File: src/rtl/sipo_deserializer.sv
// sipo_deserializer
//
// Serial-in/parallel-out receiver for the 16-bit PISO serializer. Bits arrive
// MSB first on sin, qualified by sin_en; sin_last (the serializer's complete
// flag) marks the final bit of a word. Finished words go to a one-word
// holding register with a valid/ready output. Overrun and framing errors are
// reported as sticky status bits.
//
// Ports:
//   clk          clock, rising edge
//   rst          asynchronous, active-high reset
//   sin          serial data, MSB first
//   sin_en       bit strobe; sin/sin_last sampled only when high
//   sin_last     final bit of a word (ignored when sin_en low)
//   pout         assembled word
//   pout_valid   pout holds an undelivered word
//   pout_ready   consumer accepts pout
//   busy         partial word held in the shift register (FSM in RECV)
//   overrun      sticky: completed word dropped because pout was occupied
//   framing_err  sticky: sin_last position disagreed with WIDTH
//   err_clr      synchronous clear of overrun and framing_err
//   word_count   words handed off, wraps modulo 2^CNT_W
//
// Handshake: a word transfers on every rising clk edge where pout_valid and
// pout_ready are both high. pout_valid is never withdrawn and pout never
// changes while pout_valid is high without a transfer; a new word may load
// on the same edge that the current one transfers.
module sipo_deserializer #(
  parameter int WIDTH = 16,
  parameter int CNT_W = 8
) (
  input  logic             clk,
  input  logic             rst,
  input  logic             sin,
  input  logic             sin_en,
  input  logic             sin_last,
  output logic [WIDTH-1:0] pout,
  output logic             pout_valid,
  input  logic             pout_ready,
  output logic             busy,
  output logic             overrun,
  output logic             framing_err,
  input  logic             err_clr,
  output logic [CNT_W-1:0] word_count
);

  localparam int CW = (WIDTH > 2) ? $clog2(WIDTH) : 1;

  typedef enum logic {
    IDLE = 1'b0,
    RECV = 1'b1
  } state_t;

  state_t           state_q;
  state_t           state_d;
  logic [WIDTH-1:0] shift_reg;
  logic [CW-1:0]    bit_cnt;

  logic             last_pos;
  logic             complete;
  logic             early_last;
  logic             frame_evt;
  logic             handshake;
  logic             load;
  logic             drop;
  logic [WIDTH-1:0] word_next;

  // Word boundary detection. The bit counter, not sin_last, decides where a
  // word ends; sin_last only cross-checks it.
  assign last_pos   = (bit_cnt == CW'(WIDTH - 1));
  assign complete   = sin_en & last_pos;
  assign early_last = sin_en & sin_last & ~last_pos;
  assign frame_evt  = early_last | (complete & ~sin_last);
  assign word_next  = {shift_reg[WIDTH-2:0], sin};

  // The holding register can take a new word if it is empty or is being
  // emptied on this same edge.
  assign handshake  = pout_valid & pout_ready;
  assign load       = complete & (~pout_valid | handshake);
  assign drop       = complete & ~load;

  // busy is the externally visible view of the FSM state.
  assign busy = (state_q == RECV);

  always_comb begin
    state_d = state_q;
    case (state_q)
      IDLE: begin
        if (sin_en && !early_last && !complete) state_d = RECV;
      end
      RECV: begin
        if (complete || early_last) state_d = IDLE;
      end
      default: state_d = IDLE;
    endcase
  end

  always_ff @(posedge clk or posedge rst) begin
    if (rst) begin
      state_q <= IDLE;
    end else begin
      state_q <= state_d;
    end
  end

  // Shift register and bit counter. An early sin_last simply rewinds the
  // counter; the stale partial bits are shifted out by the next word.
  always_ff @(posedge clk or posedge rst) begin
    if (rst) begin
      shift_reg <= '0;
      bit_cnt   <= '0;
    end else if (sin_en) begin
      shift_reg <= word_next;
      if (complete || early_last) begin
        bit_cnt <= '0;
      end else begin
        bit_cnt <= bit_cnt + CW'(1);
      end
    end
  end

  // Output holding register and delivered-word counter.
  always_ff @(posedge clk or posedge rst) begin
    if (rst) begin
      pout       <= '0;
      pout_valid <= 1'b0;
      word_count <= '0;
    end else begin
      if (load) begin
        pout       <= word_next;
        pout_valid <= 1'b1;
      end else if (handshake) begin
        pout_valid <= 1'b0;
      end
      if (handshake) begin
        word_count <= word_count + CNT_W'(1);
      end
    end
  end

  // Sticky error flags: a new error on the same edge as err_clr wins.
  always_ff @(posedge clk or posedge rst) begin
    if (rst) begin
      overrun     <= 1'b0;
      framing_err <= 1'b0;
    end else begin
      if (drop) begin
        overrun <= 1'b1;
      end else if (err_clr) begin
        overrun <= 1'b0;
      end
      if (frame_evt) begin
        framing_err <= 1'b1;
      end else if (err_clr) begin
        framing_err <= 1'b0;
      end
    end
  end

endmodule

File: config.mk
export PLATFORM = sky130hd
export DESIGN_NAME = sipo_deserializer
export DESIGN_NICKNAME = d
export VERILOG_FILES = /design/src/rtl/sipo_deserializer.sv
export SDC_FILE = /design/constraint.sdc
export NUM_CORES = 1
export LEC_CHECK = 0
export CAP_MARGIN = 40
export CORE_UTILIZATION = 51
export DETAILED_ROUTE_END_ITERATION = 16
export PLACE_DENSITY = 0.78
export SKIP_CTS_REPAIR_TIMING = 1
export SYNTH_ARGS = -nofsm -noshare
export SYNTH_HDL_FRONTEND = slang
export SYNTH_SLANG_ARGS = --single-unit
File: constraint.sdc
create_clock -name clk -period 2 [get_ports clk]
set_clock_uncertainty 0.05 [all_clocks]
set_input_delay 0.4 -clock clk [delete_from_list [all_inputs] [get_ports clk]]
set_output_delay 0.4 -clock clk [all_outputs]
set_load 0.02 [all_outputs]
Word level (Yosys, flattened, before mapping)
Index checks and enable logic that the tools add are counted.
{"block": "classes", "addsub": 2, "n_eq_ne": 1, "muxes": 9, "bitwise": 14, "n_reduce_logical": 8}
{"operator": "$add 8x1->8 const B", "count": 1}
{"operator": "$and 1x1->1", "count": 7}
{"operator": "$mux 1", "count": 7}
{"operator": "$reduce_bool 2->1", "count": 3}
{"operator": "$not 1->1", "count": 5}
{"operator": "$add 4x1->4 const B", "count": 1}
{"operator": "$eq 4x4->1 const B", "count": 1}
{"operator": "$mux 4", "count": 1}
{"operator": "$logic_and 1x1->1", "count": 2}
{"operator": "$logic_not 1->1", "count": 2}
{"operator": "$or 1x1->1", "count": 2}
{"operator": "$pmux 1 s2", "count": 1}
{"operator": "$logic_or 1x1->1", "count": 1}
{"block": "word_totals", "regBits": 47, "in_bits": 7}

Logic depth before layout (Yosys ltp)
{"block": "logic_depth", "depth_word": 8, "ltp_mapped": 5}

Least setup slack after synthesis
OpenSTA, ideal clock, no wires.
{"block": "synth_timing", "path_type": "reg2reg", "from": "register bit_cnt[0]", "to": "register pout[0]", "setup_ns": 0.125, "arrival_ns": 1.381, "required_ns": 1.825, "slack_ns": 0.443, "stages_incl_launch_ff": 6, "path_buffers": 1, "synth_period_minus_slack_ns": 1.557, "cell_sequence": "dfrtp_1 -> ha_1 -> and3_4 -> nand3_4 -> buf_6 -> mux2_4"}
{"block": "synth_between", "elab_chain_cells": 3}
{"element": "from (decl)", "line_no": "57", "text": "logic [CW-1:0] bit_cnt;"}
{"element": "from (signal assigned)", "line_no": "117", "text": "bit_cnt <= bit_cnt + CW'(1);"}
{"element": "$eq 4x4->1", "line_no": "70", "text": "assign last_pos = (bit_cnt == CW'(WIDTH - 1));"}
{"element": "$and 1x1->1", "line_no": "71", "text": "assign complete = sin_en & last_pos;"}
{"element": "$and 1x1->1", "line_no": "79", "text": "assign load = complete & (~pout_valid | handshake);"}
{"element": "to (signal assigned)", "line_no": "130", "text": "pout <= word_next;"}
{"element": "to (decl)", "line_no": "37", "text": "output logic [WIDTH-1:0] pout,"}
No other way between the ends.
A chain may end at the register's enable or synchronous reset.

Worst setup path after layout
{"block": "layout_timing", "from": "register word_count[4]", "to": "output port word_count[4]"}
{"element": "from (decl)", "line_no": "44", "text": "output logic [CNT_W-1:0] word_count"}
{"element": "from (signal assigned)", "line_no": "136", "text": "word_count <= word_count + CNT_W'(1);"}
No word-level cell between the ends.

==> run summary <==
Worst EP arrival: 1350 ps
Tcrit/Tclk final: 89.8%
cells along the critical path: clkdlybuf4s50_1
Least-Margin Pin Slew: 302 ps
slew margin rel.: 79.8%
clk slew on worst S/H paths: 80 ps
flops & latches, synth: 47
Pwr Density: 832 nW/µm²
max FFs per register: 16
commonest non-fill, non-tap cell in the layout: dfrtp_1
Skew-Pair Late Insertion Delay: 290 ps
Die Y: 63.4 µm
Syn Nets: 142
Mapped Cells: 133
Placer Congestion: 0.833
sequential element share of the synthesized area: 61.2%
Finished Layout Cells: 219
first-pass GRT wire length: 5.62 mm
DRT iter0 DRCs: 42
mapped cell area: 1920 µm²
setup TNS: 0 ps
DRT antenna net count: 0
CP startpoint kind: flip-flop
effective utilization at floorplan: 55.4%
fin nets: 182
reg2reg path depth: 4
Placed Instances: 212
max-slew violation count: 0
vias after detailed routing: 1145
MaxCap Viol Count: 0
most frequent cells in the layout: dfrtp_1, clkdlybuf4s50_1, mux2_2, mux2_4, nand2_1
met3 global-route usage: 4.71%
drt total wl: 3.12 mm
slowest stage delay, CP: 630 ps
I/O Buffers: 34
Yosys cell types: 26
setup violators final: 0
clock root buffer: clkbuf_8
Max Freq: 557 MHz
Hold Path Class: in -> async
Avg Inst Size Synth: 14.5 µm²
GRT Max-Usage Layer: met2
row count: 21
initial antenna violation count: 0
die area: 4020 µm²
vias in the first global route: 1267
Ys Warns: 0
pin count of the biggest net entering global routing: 48
element type at the critical path end: output port
cts bufs inserted: 5
Worst Path Buf+Inv: 1
Core ar.: 3470 µm²
Max FO, Critical Path: 4
RSZ-0062 raised after global routing: no
Fin. Hold Viols: 0
worst vdd ir: 497 µV
Avg WL per Cell: 14.2 µm
# diodes: 0
CTS Buffer Depth: 2
Crit-path slowest cell: clkdlybuf4s50_1
layout cells sized above 1: 26.0%
CTS tree: done
CP Class: reg -> out
First-pass DRT Iterations: 4
Worst EP required: 1550 ps
met2 Use GR: 32.2%
clk sink count: 47
LEAKAGE: 1.14 nW
IO Pins: 35
met1 global-route usage: 20.7%
Fillers: 258
Worst path top cell family by delay: buffers and inverters
DP HPWL: 2.22 mm
grt total ovfl: 0
DRC Markers: 0
H-tree levels: 2
Die Width: 63.4 µm
minimum clock period: 1800 ps
Via density: 5.23
status: completed
critical path depth: 1
GRT Overall Usage: 18.1%
Area Growth Syn to Fin: 26.7%
==> layer usage <==
layer | vias up | share of wire, %
li1 | 533 | -
met1 | 577 | 42
met2 | 28 | 52
met3 | 7 | 4.0
met4 | 0 | 1.8
met5 | - | 0
==> cells by family after synthesis <==
kind of cell | count (synthesis) | synth area share, %
AND/OR/NAND/NOR | 24 | 6.96
multiplexers | 33 | 21.2
AO/OA/AOI/OAI | 8 | 2.99
buffers and inverters | 11 | 2.73
flip-flops | 47 | 61.2
adder cells (fa/ha/maj) | 2 | 1.30
XOR/XNOR | 8 | 3.64
==> through the flow <==
step | hold WS (ps) | instance area (µm²) | utilization, % | power, mW | setup slack (ps)
floorplan | 420 | 1920 | - | 1.31 | 434
global placement | 409 | 2330 | 67.2 | 1.37 | 42.5
detailed placement | 423 | 2330 | 67.2 | 1.39 | 22.0
CTS | 403 | 2440 | 70.2 | 2.06 | 184
global route | 422 | 2440 | 70.2 | 2.13 | 166
finish | 404 | 2440 | 70.2 | 2.03 | 203
==> final timing paths <==
kind,startpoint,to,slack (ps)
max reg2reg,bit_cnt[0],pout[5],330
min reg2reg,word_count[7],word_count[7],430
max in group asynchronous,rst,shift_reg[3],1290
min,rst,word_count[0],400
min in group clk,word_count[7],word_count[7],430
max,word_count[4],word_count[4],200
==> cell type report <==
| class | instances | area, µm² | share of cell area [%] |
|---|---|---|---|
| clock inverters | 2 | 37.5 | 1.54 |
| multi-input cells | 75 | 694 | 28.5 |
| flip-flops and latches | 47 | 1180 | 48.3 |
| clock buffers | 5 | 68.8 | 2.82 |
| well taps | 46 | 57.6 | 2.36 |
| inverters | 7 | 26.3 | 1.08 |
| repair buffers | 37 | 375 | 15.4 |
==> synthesized netlist by cell type <==
master	instances	area, µm²
and3_1	1	6.26
nand3_4	1	17.5
or3_1	1	6.26
mux2_2	22	248
a22o_1	2	17.5
nand2b_1	1	6.26
mux2_4	10	150
inv_1	7	26.3
buf_2	3	15.0
nand2_1	9	33.8
nand3_1	4	20.0
o21ai_0	3	15.0
mux2i_1	1	10.0
ha_1	2	25.0
xnor2_1	6	52.6
nor4_1	1	6.26
o2bb2ai_1	1	8.76
buf_6	1	11.3
dfrtp_1	47	1180
o32ai_1	1	8.76
xor2_1	2	17.5
nor3_1	2	10.0
nor2_1	1	3.75
and3_4	1	11.3
o31ai_1	1	7.51
nor2b_1	2	12.5
==> power by group <==
group / switching, mW / leakage [nW] / internal (mW)
registers: 0.0890 / 0.610 / 1.07
logic: 0.0739 / 0.482 / 0.127
clock network: 0.298 / 0.0502 / 0.365
Power figures use the tool's default switching activity.
